**config.mk**
```make
export PLATFORM = sky130hd
export DESIGN_NAME = sb_config_loader
export DESIGN_NICKNAME = d
export VERILOG_FILES = /design/src/rtl/sb_config_loader.sv
export SDC_FILE = /design/constraint.sdc
export NUM_CORES = 1
export LEC_CHECK = 0
export CORE_ASPECT_RATIO = 1.75
export CORE_MARGIN = 2
export CORE_UTILIZATION = 45
export CTS_CLUSTER_DIAMETER = 50
export DETAILED_ROUTE_END_ITERATION = 8
export PLACE_DENSITY = 0.72
export SYNTH_ARGS = -nofsm -noshare
export SYNTH_HDL_FRONTEND = slang
export SYNTH_SLANG_ARGS = --single-unit
```
**constraint.sdc**
```tcl
create_clock -name clk -period 1.45 [get_ports clk]
set_input_delay 0.29 -clock clk [delete_from_list [all_inputs] [get_ports clk]]
set_output_delay 0.29 -clock clk [all_outputs]
set_load 0.1 [all_outputs]
```
**src/rtl/sb_config_loader.sv**
```systemverilog
// Serial configuration loader for the fabric switch boxes: locks onto a sync byte, then
// assembles even-parity-checked CFG_W-bit words and commits one word per switch box.
module sb_config_loader #(
    parameter int         NUM_SB = 4,
    parameter int         CFG_W  = 30,
    parameter logic [7:0] SYNC   = 8'hA5
) (
    input  logic                    clk,
    input  logic                    reset,
    input  logic                    cfg_start,
    input  logic                    cfg_valid,
    input  logic                    cfg_bit,
    output logic                    cfg_ready,
    output logic [NUM_SB*CFG_W-1:0] roofconn_flat,
    output logic [NUM_SB-1:0]       sb_load,
    output logic                    cfg_done,
    output logic                    cfg_err
);
    localparam int BOX_W = (NUM_SB > 1) ? $clog2(NUM_SB) : 1;
    localparam int CNT_W = 5;
    localparam logic [CNT_W-1:0] CNT_LAST = CNT_W'(CFG_W - 1);
    localparam logic [BOX_W-1:0] BOX_LAST = BOX_W'(NUM_SB - 1);

    typedef enum logic [2:0] {
        S_IDLE   = 3'd0,
        S_SYNC   = 3'd1,
        S_DATA   = 3'd2,
        S_PARITY = 3'd3,
        S_DONE   = 3'd4,
        S_ERR    = 3'd5
    } state_t;

    function automatic logic even_parity_ok(input logic acc, input logic par_bit);
        return (acc ^ par_bit) == 1'b0;
    endfunction

    state_t             state_r, state_s;
    // Only the last seven bits are stored; the eighth bit of the window is the incoming one.
    logic [6:0]         win_r, win_s;
    logic [CNT_W-1:0]   cnt_r, cnt_s;
    logic [BOX_W-1:0]   box_r, box_s;
    logic               par_r, par_s;
    logic [CFG_W-1:0]   shreg_r, shreg_s;
    logic               commit_r, commit_s;
    logic [BOX_W-1:0]   commit_box_r, commit_box_s;
    logic               take_s;

    assign take_s = cfg_valid & cfg_ready & ~cfg_start;

    // Next-state and datapath decode; cfg_start has priority over any presented bit.
    always_comb begin
        state_s      = state_r;
        win_s        = win_r;
        cnt_s        = cnt_r;
        box_s        = box_r;
        par_s        = par_r;
        shreg_s      = shreg_r;
        commit_s     = 1'b0;
        commit_box_s = commit_box_r;
        if (cfg_start) begin
            state_s = S_SYNC;
            win_s   = 7'd0;
            cnt_s   = '0;
            box_s   = '0;
            par_s   = 1'b0;
        end else if (take_s) begin
            case (state_r)
                S_SYNC: begin
                    win_s = {win_r[5:0], cfg_bit};
                    if ({win_r, cfg_bit} == SYNC) begin
                        state_s = S_DATA;
                        cnt_s   = '0;
                        box_s   = '0;
                        par_s   = 1'b0;
                    end else begin
                        state_s = S_SYNC;
                    end
                end
                S_DATA: begin
                    shreg_s = {shreg_r[CFG_W-2:0], cfg_bit};
                    par_s   = par_r ^ cfg_bit;
                    if (cnt_r == CNT_LAST) begin
                        state_s = S_PARITY;
                        cnt_s   = '0;
                    end else begin
                        cnt_s = cnt_r + 5'd1;
                    end
                end
                S_PARITY: begin
                    par_s = 1'b0;
                    if (even_parity_ok(par_r, cfg_bit)) begin
                        commit_s     = 1'b1;
                        commit_box_s = box_r;
                        if (box_r == BOX_LAST) begin
                            state_s = S_DONE;
                        end else begin
                            box_s   = box_r + 1'b1;
                            state_s = S_DATA;
                        end
                    end else begin
                        state_s = S_ERR;
                    end
                end
                default: state_s = state_r;
            endcase
        end else begin
            state_s = state_r;
        end
    end

    // FSM and datapath registers.
    always_ff @(posedge clk) begin
        if (reset) begin
            state_r      <= S_IDLE;
            win_r        <= 7'd0;
            cnt_r        <= '0;
            box_r        <= '0;
            par_r        <= 1'b0;
            shreg_r      <= '0;
            commit_r     <= 1'b0;
            commit_box_r <= '0;
        end else begin
            state_r      <= state_s;
            win_r        <= win_s;
            cnt_r        <= cnt_s;
            box_r        <= box_s;
            par_r        <= par_s;
            shreg_r      <= shreg_s;
            commit_r     <= commit_s;
            commit_box_r <= commit_box_s;
        end
    end

    // Registered outputs: state decode plus the delayed commit of an accepted word.
    always_ff @(posedge clk) begin
        if (reset) begin
            roofconn_flat <= '0;
            sb_load       <= '0;
            cfg_ready     <= 1'b0;
            cfg_done      <= 1'b0;
            cfg_err       <= 1'b0;
        end else begin
            cfg_ready <= (state_r == S_SYNC) || (state_r == S_DATA) || (state_r == S_PARITY);
            cfg_done  <= (state_r == S_DONE);
            cfg_err   <= (state_r == S_ERR);
            for (int k = 0; k < NUM_SB; k++) begin
                // shreg_r still holds the committed word here even if the next box starts shifting.
                if (commit_r && (commit_box_r == BOX_W'(k))) begin
                    roofconn_flat[k*CFG_W +: CFG_W] <= shreg_r;
                    sb_load[k]                      <= 1'b1;
                end else begin
                    sb_load[k] <= 1'b0;
                end
            end
        end
    end
endmodule

```
==> parameters.txt, run 1 <==
Parameter                              Value

Outcome
  Run status ... finished, violations left
  Violations in the final reports ... setup timing

Synthesis
  Mean instance size in the synthesized netlist ... 7.97 µm²
  Synth async-reset ratio ... 0
  Most repeated cell in the gate-level netlist after synthesis ... sky130_fd_sc_hd__nand2_1
  Main area contributors after synthesis ... sky130_fd_sc_hd__dfxtp_1 56%, sky130_fd_sc_hd__nand2_1 19%, sky130_fd_sc_hd__a21oi_1 13%
  Cell type contributing the most total cell area after synthesis ... sky130_fd_sc_hd__dfxtp_1
  Register bit count reported by yosys ... 178
  Top FF cell, synth ... sky130_fd_sc_hd__dfxtp_1
  Cell count after synthesis ... 798
  Share of Yosys cell area claimed by the top area cell type ... 0.560
  Count of warnings emitted by yosys ... 0
  Syn Std Cell Area ... 6360 µm²
  Number of enable-type register cells in the synthesized netlist ... 0
  Sequential-to-total area share from yosys stat ... 0.560
  Total nets after synthesis ... 806
  Leading post-synthesis cells by instance count ... 319 x sky130_fd_sc_hd__nand2_1, 178 x sky130_fd_sc_hd__dfxtp_1, 160 x sky130_fd_sc_hd__a21oi_1, 46 x sky130_fd_sc_hd__clkbuf_1, 15 x sky130_fd_sc_hd__nand3_1
  Count of distinct cell types in the synthesized netlist ... 42

Min path
  Worst Hold Launch ... reset
  Number of instances on the worst hold path ... 2
  Hold Path Class ... input port to flop
  Endpoint of the worst hold path ... cfg_ready

Routing
  DRT antenna net count ... 0
  Wire per inst ... 16.2 µm
  Initial detailed-routing violation count ... 344
  Pre-Repair DR Iteration Count ... 6
  Total wire length after detailed routing ... 18500 µm
  Drc violations ... 0
  Vias ... 6106
  Ratio of routed vias to standard cells ... 5.36

CTS
  Root buf cell ... sky130_fd_sc_hd__clkbuf_16
  Maximum clock insertion buffer count ... 2
  Level count of the clock H-tree ... 4
  CTS buffer count ... 17
  Clock tree sinks ... 178
  Clock edge transition at the registers on the reported setup and hold paths ... 0.07 ns
  CTS Hold Buffers Added ... 0
  CTS tree ... built
  Clock insertion delay at the later pin of the skew report ... 0.42 ns

Critical path
  Flop2flop setup slack ... -0.1 ns
  Worst endpoint required time ... 1.77 ns
  Reg2reg end ... state_r[1]
  Kind of capture point of the worst setup path ... flop
  Origin of the critical flop-to-flop path ... cnt_r[1]
  Timing startpoint of the critical path ... cnt_r[1]
  Setup crit start kind ... flop
  CP max FO ... 2
  Critical path arrival ... 1.86 ns
  Register-to-Register Path Depth ... 6
  Worst Setup Path Type ... flop to flop

STA
  Total Negative Setup Slacks ... -0.213 ns
  Setup repair after global routing missed its margin ... true
  Number of hold violations in the final report ... 0
  Worst Max-Slew Pin Slew ... 0.352 ns
  Final clock skew ... 0.00689 ns
  Min cycle time layout ... 1.55 ns
  Period Utilization, post-route ... 1.07
  Peak clock frequency supported by timing ... 646 MHz
  Final setup viols ... 5
  Worst slew margin relative to its limit ... 0.766
  Number of pins exceeding their max-slew limit in the final report ... 0
  Final setup slack of the worst path ... -0.0985 ns

GRT
  Number of global-route vias before repair ... 6005
  Aggregate global-route resource usage ... 0.250
  Largest net degree at the start of global routing ... 83
  Total overflow reported by the global router ... 0
  Initial antenna violation count ... 0
  First-pass GRT wire length ... 30000 µm

Placed design
  Final weighted congestion in routability-driven placement ... 0.951
  Placed Instances ... 1101
  Buffers added on ports ... 131
  Estimated wirelength of the detail-placed design ... 12500 µm

Die
  Number of top-level design ports ... 132
  Starting Density ... 0.460
  Area of the core region ... 13800 µm²
  Vertical die dimension ... 161 µm
  Chip Width ... 93.9 µm
  Number of placement rows ... 57
  Die ar. ... 15100 µm²

Finish
  Final Non-Filler Cells ... 1140
  Area growth from synthesis to layout ... 60.9%
  Utilization after layout ... 0.740
  Final nets ... 959
  Final antenna diode count ... 0
  Share of final-layout standard cells stronger than drive strength 1 ... 0.261

Power
  VDD IR-drop max ... 0.882 mV
  Power density over the cells ... 922 nW/µm²
  Static leakage ... 3.61 nW
  Overall power ... 9.44 mW

Job
  Total of max-cap violations ... 0
-- power breakdown --
part,total (mW),switching [mW],internal (mW)
Sequential,4.89,0.00579,4.89
Clock,4.34,2.04,2.30
Combinational,0.211,0.138,0.0733
Total,9.44,2.18,7.26
-- through the flow --
stage,hold WS [ns],area [µm²],setup slack [ns]
final,0.143,10200,-0.0985
after global routing,0.130,10200,-0.145
after CTS,0.119,10100,-0.0983
after detailed placement,0.461,9450,-0.461
after global placement,0.456,9450,-0.402
after floorplan,0.432,6400,-0.0380
-- what timing repair did --
item / in CTS / in global routing
pin swaps: 7 / 6
resized for setup: 19 / 14
endpoints found under the setup margin: 37 / 40
cloned: 0 / 2
buffers inserted: 3 / 3
-- sequential cells by signal, summed over array words and instances (netlist names), 2 cells and up --
signal and count:
box_r 2, roofconn_flat 120, state_r 3, sb_load 4
commit_box_r 2, shreg_r 30, win_r 7, cnt_r 5
-- routing by layer --
metal / vias to the layer above / global-route usage / part of all wire
li1: 2924 / - / -
met1: 2895 / 0.274 / 0.36
met2: 231 / 0.452 / 0.55
met3: 56 / 0.0494 / 0.052
met4: 0 / 0.117 / 0.035
met5: - / 0 / 0
-- kinds of logic (layout without fill, tap and decap cells) --
family	Yosys count	after routing	share of synthesized area
compound gates	174	174	0.143
xor+xnor	1	1	0.00256
fa+ha+maj	3	3	0.00590
buf+inv	60	225	0.0374
flops	178	178	0.560
mux	5	5	0.00787
simple gates	377	377	0.243
-- worst max-delay path: stages (launching register included) --
cell                      delay (ns)
sky130_fd_sc_hd__dfxtp_2        0.32
sky130_fd_sc_hd__inv_2          0.05
sky130_fd_sc_hd__ha_4           0.12
sky130_fd_sc_hd__and4_4         0.23
sky130_fd_sc_hd__a21oi_4        0.06
sky130_fd_sc_hd__or4_4          0.54
sky130_fd_sc_hd__o211a_1        0.12
-- worst max path at each step --
stage	endpoint	cells after the start
after floorplan	state_r[1]	3
after CTS	state_r[1]	6
after detailed placement	shreg_r[3]	7
after global routing	state_r[1]	6
after global placement	shreg_r[25]	7
final	state_r[1]	6
-- layout by cell type, fill, tap and decap left out, types with 4 or more instances in the layout --
cell and n:
sky130_fd_sc_hd__nand3_1 14, sky130_fd_sc_hd__dfxtp_2 5, sky130_fd_sc_hd__buf_4 45, sky130_fd_sc_hd__nand2_1 317
sky130_fd_sc_hd__clkbuf_16 19, sky130_fd_sc_hd__inv_8 4, sky130_fd_sc_hd__dfxtp_1 171, sky130_fd_sc_hd__mux2i_1 5
sky130_fd_sc_hd__buf_6 4, sky130_fd_sc_hd__a21oi_1 158, sky130_fd_sc_hd__buf_12 136, sky130_fd_sc_hd__nor2_1 11
-- layout make-up --
type	instances	area, µm²
Inverter	3	11.3
Clock inverter	13	119
Timing Repair Buffer	191	3210
Tap cell	177	221
Clock buffer	18	439
Fill cell	940	3590
Sequential cell	178	3580
Multi-Input combinational cell	560	2670
Note: power is estimated with default switching activity, not from simulation.
==> run 2: changes to the inputs <==
CORE_MARGIN = default   (was 2)
==> run 2 against run 1 <==
  * The flow still finishes with violations (setup timing)
  * Register-to-register slack worse by 0.02 ns
  * Utilization up 0.40 points
  * Maximum frequency is 1.3% lower
  * Final area rose by 0.54%
  * Sequential cell count stayed put
  * Combinational power increased by 6%
  * Critical endpoint is now cnt_r[2]
  * Largest cell class unchanged
  * Largest power group unchanged
==> parameters.txt, run 2 (synthesis gave the netlist of run 1 again) <==
Parameter                              Value

Outcome
  Run status ... finished, violations left
  Violations in the final reports ... setup timing

Critical path
  Critical path arrival ... 1.88 ns
  Register-to-Register Path Depth ... 5
  Worst Setup Path Type ... flop to flop
  Kind of capture point of the worst setup path ... flop
  Worst endpoint required time ... 1.76 ns
  Setup crit start kind ... flop
  CP max FO ... 16
  Origin of the critical flop-to-flop path ... state_r[2]
  Reg2reg end ... cnt_r[2]
  Flop2flop setup slack ... -0.12 ns
  CP endpoint ... cnt_r[2]
  Timing startpoint of the critical path ... state_r[2]

Routing
  Total wire length after detailed routing ... 19200 µm
  Drc violations ... 0
  Wire per inst ... 16.7 µm
  Vias ... 6154
  DRT antenna net count ... 0
  Pre-Repair DR Iteration Count ... 5
  Ratio of routed vias to standard cells ... 5.35
  Initial detailed-routing violation count ... 374

STA
  Final clock skew ... 0.00770 ns
  Period Utilization, post-route ... 1.08
  Worst Max-Slew Pin Slew ... 0.330 ns
  Final setup viols ... 40
  Setup repair after global routing missed its margin ... true
  Number of hold violations in the final report ... 0
  Worst slew margin relative to its limit ... 0.780
  Peak clock frequency supported by timing ... 638 MHz
  Final setup slack of the worst path ... -0.118 ns
  Min cycle time layout ... 1.57 ns
  Number of pins exceeding their max-slew limit in the final report ... 0

Die
  Starting Density ... 0.460
  Vertical die dimension ... 159 µm
  Chip Width ... 91.9 µm
  Die ar. ... 14600 µm²
  Number of placement rows ... 57
  Area of the core region ... 13800 µm²
  Number of top-level design ports ... 132

CTS
  Clock edge transition at the registers on the reported setup and hold paths ... 0.07 ns
  Root buf cell ... sky130_fd_sc_hd__clkbuf_16
  Clock tree sinks ... 178
  Maximum clock insertion buffer count ... 2
  Level count of the clock H-tree ... 4
  Clock insertion delay at the later pin of the skew report ... 0.43 ns
  CTS tree ... built
  CTS buffer count ... 17

GRT
  First-pass GRT wire length ... 29900 µm
  Number of global-route vias before repair ... 6030
  Aggregate global-route resource usage ... 0.260
  Largest net degree at the start of global routing ... 64
  Initial antenna violation count ... 0
  Total overflow reported by the global router ... 0

Finish
  Most frequent cells in the layout ... 312 x sky130_fd_sc_hd__nand2_1, 171 x sky130_fd_sc_hd__dfxtp_1, 156 x sky130_fd_sc_hd__a21oi_1, 131 x sky130_fd_sc_hd__buf_12, 55 x sky130_fd_sc_hd__buf_4
  Final nets ... 968
  Leading cell type in the layout, fill and taps excluded ... sky130_fd_sc_hd__nand2_1
  Area growth from synthesis to layout ... 61.8%
  Final antenna diode count ... 0
  Number of filler cells placed in the layout ... 941
  Final non-filler cell area ... 10300 µm²
  Share of final-layout standard cells stronger than drive strength 1 ... 0.276
  Max reg flops ... 120
  Register bank with the most flops ... roofconn_flat
  Largest registers ... roofconn_flat (120), shreg_r (30), win_r (7)

Placed design
  Buffers added on ports ... 131
  Area of placed instances ... 9430 µm²
  Worst setup timing slack at the placement stage ... -0.433 ns
  Final weighted congestion in routability-driven placement ... 0.953
  Estimated wirelength of the detail-placed design ... 12700 µm

Min path
  Hold Path Class ... input port to flop

Job
  Total of max-cap violations ... 0

Power
  VDD IR-drop max ... 0.853 mV
  Power density over the cells ... 938 nW/µm²
  Static leakage ... 3.65 nW
[run 2: cell types whose count changed in the layout (fill, tap and decap cells not counted), moves of 2 or more]
cell	before	now
sky130_fd_sc_hd__nand2_2	2	4
sky130_fd_sc_hd__buf_12	136	131
sky130_fd_sc_hd__clkbuf_16	19	17
sky130_fd_sc_hd__nand2_4	0	3
sky130_fd_sc_hd__a21oi_2	3	5
sky130_fd_sc_hd__buf_6	4	10
sky130_fd_sc_hd__clkinv_4	3	1
sky130_fd_sc_hd__a21oi_1	158	156
sky130_fd_sc_hd__nand2_1	317	312
sky130_fd_sc_hd__clkinv_2	0	2
sky130_fd_sc_hd__buf_4	45	55
[run 2: worst min path at each step]
stage              from               end  slack, ns  cells past startpoint
6_report          reset  roofconn_flat[0]       0.31                      3
5_1_grt           reset  roofconn_flat[0]       0.34                      3
4_1_cts           reset  roofconn_flat[0]       0.33                      3
3_5_place_dp   win_r[4]          win_r[4]       0.46                      2
3_3_place_gp   win_r[4]          win_r[4]       0.46                      2
2_1_floorplan  win_r[6]          win_r[6]       0.43                      2
[run 2: worst max-delay path: stages (launching register included)]
cell and delay, ns:
sky130_fd_sc_hd__dfxtp_4 0.38, sky130_fd_sc_hd__and4bb_2 0.39, sky130_fd_sc_hd__nand3b_1 0.25, sky130_fd_sc_hd__buf_6 0.25
sky130_fd_sc_hd__nand3_1 0.10, sky130_fd_sc_hd__a31oi_1 0.08
[run 2: layer usage]
metal / share of wire / track usage / wire length (µm) / up-vias
li1: - / - / - / 2946
met1: 0.35 / 0.266 / 6690 / 2914
met2: 0.57 / 0.491 / 10900 / 244
met3: 0.050 / 0.0511 / 959 / 50
met4: 0.037 / 0.129 / 703 / 0
met5: 0 / 0 / 0 / -
[run 2: repair_timing]
| item | in CTS | in global routing |
|---|---|---|
| pin swaps | 8 | 16 |
| setup endpoints to repair | 45 | 46 |
| hold buffers | 0 | 0 |
| cloned | 1 | 1 |
| buffers inserted | 8 | 6 |
| resized for setup | 17 | 30 |
[run 2: layout make-up]
cell class | count | area (µm²) | area share
clock inverters | 14 | 148 | 0.0143
multi-input cells | 560 | 2710 | 0.263
clock buffers | 18 | 439 | 0.0427
inverters | 3 | 11.3 | 0.00109
flip-flops and latches | 178 | 3580 | 0.348
repair buffers | 200 | 3190 | 0.310
well taps | 177 | 221 | 0.0215
[run 2: stage by stage]
stage          hold WS, ns  total power, mW  setup TNS [ns]  utilization  cells
2_1_floorplan        0.432             5.12         -0.0660            -    798
3_3_place_gp         0.458             5.21          -16.92        0.682   1103
3_5_place_dp         0.465             5.21          -18.18        0.682   1103
4_1_cts              0.326             9.66          -0.194        0.733   1144
5_1_grt              0.336             9.93           -5.34        0.744   1150
6_report             0.313             9.65           -2.79        0.744   1150
[run 2: power breakdown]
part           switching [mW]  internal, mW
logic                   0.141        0.0829
registers             0.00586          4.89
clock network            2.07          2.47
==> run 3: changes to the inputs <==
HOLD_SLACK_MARGIN = 0.08   (was default)
==> results of run 3 <==
Final layout, timing and power as in run 2 (identical DEF).
